===== src/rtl/run_sequencer.sv =====
// run_sequencer: Moore run controller for one shared processing engine.
// Walks the engine through IDLE -> ARM -> RUN -> DRAIN -> DONE. ARM waits for
// the engine to report busy, bounded by a programmable timeout. DRAIN keeps
// the engine disabled for a fixed minimum window and until busy drops.
//
// Ports:
//   clk          rising-edge clock
//   rstn         synchronous active-low reset
//   start        run request, honoured in IDLE only
//   stop         abort request, honoured in ARM and RUN
//   timeout_cfg  arm timeout, captured when start is accepted
//   eng_busy     engine active
//   eng_err      engine error
//   eng_en       engine enable (ARM, RUN)
//   busy         controller not idle
//   done         one-cycle completion pulse (DONE)
//   timed_out    sticky: last run ended by arm timeout
//   err_flag     sticky: eng_err seen during last run
//   state_o      current state code, for debug
module run_sequencer #(
  parameter int unsigned TIMEOUT_W    = 8,
  parameter int unsigned DRAIN_CYCLES = 4
) (
  input  logic                 clk,
  input  logic                 rstn,
  input  logic                 start,
  input  logic                 stop,
  input  logic [TIMEOUT_W-1:0] timeout_cfg,
  input  logic                 eng_busy,
  input  logic                 eng_err,
  output logic                 eng_en,
  output logic                 busy,
  output logic                 done,
  output logic                 timed_out,
  output logic                 err_flag,
  output logic [2:0]           state_o
);

  // One counter serves both the arm timeout and the drain window, so it must
  // be wide enough for either load value.
  localparam int unsigned DrainW = $clog2(DRAIN_CYCLES + 1);
  localparam int unsigned CntW   = (TIMEOUT_W > DrainW) ? TIMEOUT_W : DrainW;

  localparam logic [CntW-1:0] DrainInit = CntW'(DRAIN_CYCLES - 1);
  localparam logic [CntW-1:0] CntOne    = CntW'(1);

  typedef enum logic [2:0] {
    StIdle  = 3'd0,
    StArm   = 3'd1,
    StRun   = 3'd2,
    StDrain = 3'd3,
    StDone  = 3'd4
  } state_e;

  state_e          state_q, state_d;
  logic [CntW-1:0] cnt_q, cnt_d;
  logic            timed_out_q, timed_out_d;
  logic            err_flag_q, err_flag_d;

  always_comb begin
    state_d     = state_q;
    cnt_d       = cnt_q;
    timed_out_d = timed_out_q;
    err_flag_d  = err_flag_q;

    case (state_q)
      StIdle: begin
        if (start) begin
          state_d     = StArm;
          cnt_d       = CntW'(timeout_cfg);
          timed_out_d = 1'b0;
          err_flag_d  = 1'b0;
        end
      end
      StArm: begin
        if (stop) begin
          state_d = StDone;
        end else if (eng_busy) begin
          state_d = StRun;
        end else if (cnt_q == '0) begin
          state_d     = StDone;
          timed_out_d = 1'b1;
        end else begin
          cnt_d = cnt_q - CntOne;
        end
      end
      StRun: begin
        // Error takes precedence so a simultaneous stop still records it.
        if (eng_err) begin
          state_d    = StDrain;
          cnt_d      = DrainInit;
          err_flag_d = 1'b1;
        end else if (stop || !eng_busy) begin
          state_d = StDrain;
          cnt_d   = DrainInit;
        end
      end
      StDrain: begin
        // Counter saturates at zero; exit also waits for the engine to idle.
        if (cnt_q != '0) begin
          cnt_d = cnt_q - CntOne;
        end else if (!eng_busy) begin
          state_d = StDone;
        end
      end
      StDone: begin
        state_d = StIdle;
      end
      default: begin
        state_d = StIdle;
      end
    endcase
  end

  always_ff @(posedge clk) begin
    if (!rstn) begin
      state_q     <= StIdle;
      cnt_q       <= '0;
      timed_out_q <= 1'b0;
      err_flag_q  <= 1'b0;
    end else begin
      state_q     <= state_d;
      cnt_q       <= cnt_d;
      timed_out_q <= timed_out_d;
      err_flag_q  <= err_flag_d;
    end
  end

  assign eng_en    = (state_q == StArm) || (state_q == StRun);
  assign busy      = (state_q != StIdle);
  assign done      = (state_q == StDone);
  assign timed_out = timed_out_q;
  assign err_flag  = err_flag_q;
  assign state_o   = state_q;

endmodule


===== config.mk =====
export PLATFORM = sky130hd
export DESIGN_NAME = run_sequencer
export DESIGN_NICKNAME = d
export VERILOG_FILES = /design/src/rtl/run_sequencer.sv
export SDC_FILE = /design/constraint.sdc
export NUM_CORES = 1
export LEC_CHECK = 0
export CORE_MARGIN = 3
export CORE_UTILIZATION = 52
export CTS_BUF_LIST = sky130_fd_sc_hd__clkbuf_4 sky130_fd_sc_hd__clkbuf_8 sky130_fd_sc_hd__clkbuf_16
export CTS_CLUSTER_SIZE = 14
export DETAILED_ROUTE_END_ITERATION = 6
export PLACE_DENSITY = 0.93
export SYNTH_ARGS = -nofsm -noshare
export SYNTH_HDL_FRONTEND = slang
export SYNTH_SLANG_ARGS = --single-unit

===== constraint.sdc =====
create_clock -name clk -period 3 [get_ports clk]
set_input_delay 0.3 -clock clk [delete_from_list [all_inputs] [get_ports clk]]
set_output_delay 0.3 -clock clk [all_outputs]
set_load 0.02 [all_outputs]

==> qor.yml, run 1 <==
synth_area_um2: 911
crit_arrival_ns: 1.80
cp_slowest_stage_delay_ns: 0.67
setup-tns-final_ns: 0
skew_ns: 0.00357
crit_chain: "xnor2_1 -> nor2_1 -> clkdlybuf4s50_1"
drtPass1Iterations: 4
drt_iter0_drc: 57
worst-slew-pin-transition_ns: 0.682
utilization: 0.729
clockBufferDepth: 2
grt_max_degree: 17
cts_max_level: 1
ys_seq_area_frac: 0.286
end_kind: "primary output"
fp.dieArea_mm2: 0.00229
postCtsSetupBuffers: 0
gr-total-overflow: 0
postSynthAreaPerCell_um2: 8.28
grtUsageTotal: 0.243
cts_tree: "yes"
final_area_mm2: 0.00115
vias_per_cell: 6.71
die_h_um: 47.9
synth_edf_count: 0
finalSetupViolCount: 0
finalHoldViolCount: 0
remaining_drc_errors: 0
fp.dieW_um: 47.9
period_minus_slack_ns: 2.10
required_ns: 2.70
cts_sinks: 13
ys.flop_type: "dfxtp_1"
port_buffers: 21
grt_pass1_vias: 840
p_per_area_mw_per_mm2: 541
clk_latency_ns: 0.28
ys_types: 43
syn_inst: 110
rsz0062_at_grt: "no"
routed_wl_mm: 2.43
antenna_found_initial: 0
cts_root_buf: "clkbuf_4"
grt_pass1_wl_mm: 3.82
final_cell_mix: "clkdlybuf4s50_1, dfxtp_1, a21oi_1"
syn_nets: 125
cpMaxStageDelayCell: "dfxtp_1"
ir_worst_vdd_mv: 0.307
wl_per_cell_um: 16.7
finalCritPeriodShare: 0.700
layout_commonest_cell: "clkdlybuf4s50_1"
path_clk_slew_ns: 0.09
ctsHoldBuffers: 0
rows: 14
worstSetupPathType: "register to primary output"
status: "complete, no violations"
vias: 973
initial_core_util: 0.578
core_mm2: 0.00158
dp_hpwl_mm: 1.74
cts-resized-gates: 0
clock.fmax_mhz: 476
start_kind: "register"
antenna_cells: 0
cts_buffers: 3
drive_gt1_frac: 0.0775
fin_nets: 145
critPathMaxFanout: 16
io_pins: 22
place.gp.congestion: 0.860
place_area_mm2: 0.00112
ant_nets: 0
syn2layout_area_growth_pct: 26.1
synth-async-reset-ratio: 0
leakage_uw: 0.000412
yosysWarnings: 0
relSlewSlack: 0.544
synth-seq-cells: 13
drv_cap: 0
slew_viol_final: 0
hold_class: "register to register"
-- routing by layer --
metal / vias to the layer above / track usage / wire, µm
met2: 56 / 0.380 / 1200
met5: - / 0 / 0
met1: 440 / 0.305 / 1010
met3: 2 / 0.0338 / 208
li1: 475 / - / -
met4: 0 / 0.167 / 14
-- sequential cells by signal (all words and copies together), names as in the netlist --
signal     count
cnt_q          8
state_o        3
err_flag       1
timed_out      1
-- per-stage QoR --
stage | hold WS, ns | power (µW) | setup WS (ns) | instances
6_report | 0.485 | 622 | 0.899 | 145
3_5_place_dp | 0.469 | 497 | 0.721 | 141
3_3_place_gp | 0.457 | 488 | 0.792 | 141
4_1_cts | 0.488 | 619 | 0.913 | 145
2_1_floorplan | 0.451 | 416 | 1.13 | 110
5_1_grt | 0.503 | 662 | 0.788 | 145
-- worst paths after layout --
kind | end | depth (start not counted) | slack (ns) | from
worst max register to register | cnt_q[2] | 4 | 0.91 | state_o[0]
worst max-delay path | eng_en | 3 | 0.90 | state_o[1]
worst min-delay path | err_flag | 2 | 0.49 | err_flag
worst min register to register | err_flag | 2 | 0.49 | err_flag
-- cells in the mapped netlist, drive strengths merged (2+ instances only) --
cell	number	share of area
dfxtp	13	0.29
a21oi	10	0.055
inv	7	0.029
nor2	7	0.029
clkbuf	5	0.021
nand2	5	0.021
nand4	5	0.034
nor2b	4	0.027
nor3b	4	0.033
nand2b	3	0.021
nor3	3	0.016
nor4	3	0.021
o21ai	3	0.016
o41ai	3	0.029
a22oi	2	0.016
a31oi	2	0.014
a32o	2	0.022
a32oi	2	0.019
nor4b	2	0.043
o31ai	2	0.016
o32ai	2	0.019
or3	2	0.019
-- critical path: cells and delay by family, from the launching register on --
family	cells	cell delay, ns
XOR/XNOR	1	0.14
buffers and inverters	1	0.61
AND/OR/NAND/NOR	1	0.10
flip-flops	1	0.67
-- area by class of cell --
type                    instances  area, µm²
fillers                       117        428
flip-flops and latches         13        260
multi-input cells              84        602
repair buffers                 21        210
inverters                       7       26.3
clock buffers                   4       30.0
well taps                      16       20.0
-- kinds of logic after synthesis --
kind of cell    share of synthesized area
buf+inv                            0.0536
compound gates                      0.319
fa+ha+maj                          0.0137
flops                               0.286
simple gates                        0.319
xor+xnor                          0.00962
-- report_power, final --
| part | internal (µW) | leakage (µW) | switching [µW] |
|---|---|---|---|
| Combinational | 126 | 0.000287 | 143 |
| Clock | 60.7 | 0.0000184 | 64.0 |
| Sequential | 194 | 0.000107 | 33.5 |
No activity file was read; power rests on OpenSTA's default activity.
==> inputs of run 2 (changes only) <==
- CORE_UTILIZATION: 52 -> 48
- PLACE_DENSITY: 0.93 -> 0.88
- clock period: 3 -> 2.1 ns (I/O delays scaled with it)
==> qor.yml, run 2 (synthesis gave the netlist of run 1 again) <==
cp-startpoint: "state_o[2]"
routed-wl-met2_mm: 1.14  # -4.8%
fp.dieArea_mm2: 0.00246  # +7.3%
cts-resized-gates: 0  # unchanged
routed_wl_mm: 2.41  # -0.62%
drt_iter0_drc: 46  # -19%
rsz0062_at_grt: "no"
grt_pass1_wl_mm: 4.11  # +7.8%
leakage_uw: 0.000441  # +7.1%
period_minus_slack_ns: 1.95
worst-slew-pin-transition_ns: 0.691  # +0.00869 ns
syn2layout_area_growth_pct: 32.4
port_buffers: 21  # unchanged
cts_max_level: 1  # unchanged
wl_per_cell_um: 15.1  # -9.9%
p_clk_frac: 0.196  # -0.005
total_power_uw: 910  # +46%
p_per_area_mw_per_mm2: 754  # +39%
place.gp.congestion: 0.841  # -2.2%
drive_gt1_frac: 0.126  # +0.0484
layout_commonest_cell: "clkdlybuf4s50_1"
place_area_mm2: 0.00117  # +5.0%
cts_root_buf: "clkbuf_4"
slew_viol_final: 0  # unchanged
end_kind: "primary output"
core_mm2: 0.00176  # +12%
grt_max_degree: 17  # unchanged
setup-tns-final_ns: 0  # unchanged
crit_arrival_ns: 1.74  # -0.06 ns
worstSetupPathType: "register to primary output"
p_comb_frac: 0.452  # +0.019
io_pins: 22  # unchanged
cts_buffers: 3  # unchanged
fin_nets: 151  # +4.1%
drv_cap: 0  # unchanged
met1_length_mm: 1.06  # +4.5%
clock.fmax_mhz: 512
ant_nets: 0  # unchanged
remaining_drc_errors: 0  # unchanged
p_seq_frac: 0.352  # -0.015
vias: 981  # +0.82%
gr-total-overflow: 0  # unchanged
swShare: 0.384  # -0.00383
required_ns: 1.89  # -0.81 ns
rows: 15  # +1
status: "complete, no violations"
cts_tree: "yes"
critPathMaxFanout: 12  # -4
antenna_found_initial: 0  # unchanged
initial_core_util: 0.516  # -0.0615
antenna_cells: 0  # unchanged
grt_pass1_vias: 910  # +8.3%
ir_worst_vdd_mv: 0.463  # +51%
ctsHoldBuffers: 0  # unchanged
finalHoldViolCount: 0  # unchanged
finalCritPeriodShare: 0.930
die_h_um: 49.6  # +3.6%
switchingPower_uw: 349  # +45%
dp_hpwl_mm: 1.79  # +2.7%
fp.dieW_um: 49.6  # +3.6%
start_kind: "register"
hp-start: "timed_out"
hold_class: "register to register"
clk_latency_ns: 0.28  # about the same
finalSetupViolCount: 0  # unchanged
postCtsSetupBuffers: 0  # unchanged
relSlewSlack: 0.539  # -0.00581
skew_ns: 0.00820  # +0.00463 ns
cts_sinks: 13  # unchanged
grtUsageTotal: 0.210  # -0.0328
final_area_mm2: 0.00121  # +5.0%
path_clk_slew_ns: 0.10  # about the same
clockBufferDepth: 2  # unchanged
highest_layer: "met4"
largest_reg_flops: 8  # unchanged
drtPass1Iterations: 4  # unchanged
met3RoutedLength_um: 183  # -12%
largest_register: "cnt_q"
vias_per_cell: 6.13  # -8.6%
power.internal_uw: 561  # +47%
final_cell_mix: "clkdlybuf4s50_1, dfxtp_1, a21oi_1"
rr_startpoint: "cnt_q[3]"
==> run 2: cell count changes in the layout (fill, tap and decap cells not counted) <==
| cell | previous run | this run |
|---|---|---|
| buf_4 | 0 | 6 |
| dfxtp_1 | 13 | 12 |
| dfxtp_2 | 0 | 1 |
==> run 2: worst paths after layout <==
path / to / slack [ns] / cells past startpoint
min: timed_out / 0.48 / 1
max reg2reg: cnt_q[7] / 0.21 / 4
max: done / 0.15 / 2
min reg2reg: timed_out / 0.48 / 1
==> run 2: per-layer routing <==
| layer | GRT usage | vias to the layer above |
|---|---|---|
| li1 | - | 479 |
| met1 | 0.286 | 450 |
| met2 | 0.308 | 48 |
| met3 | 0.0302 | 4 |
| met4 | 0.134 | 0 |
| met5 | 0 | - |
==> run 2: worst max-delay path, stage by stage, from the launching register on <==
cell and delay, ns:
dfxtp_1 0.60, nor3b_1 0.23, clkdlybuf4s50_1 0.63
==> run 2: power by group through the flow <==
stage	logic, µW	clock network (µW)	registers [µW]
global route	445	188	326
CTS	408	177	318
global placement	399	0	321
floorplan	276	0	319
detailed placement	405	0	325
finish	411	178	320
==> run 2: area by class of cell <==
cell class	instances	area [µm²]
Multi-Input combinational cell	84	602
Fill cell	152	558
Sequential cell	13	262
Timing Repair Buffer	27	255
Tap cell	25	31.3
Clock buffer	4	30.0
Inverter	7	26.3
==> run 2: stage by stage <==
step	hold slack (ns)	instances	setup WS [ns]	util
after floorplan	0.361	110	0.234	-
after global routing	0.499	160	0.0403	0.684
after global placement	0.456	156	0.0769	0.666
after CTS	0.481	160	0.109	0.683
after detailed placement	0.460	156	0.0533	0.666
final	0.479	160	0.146	0.684
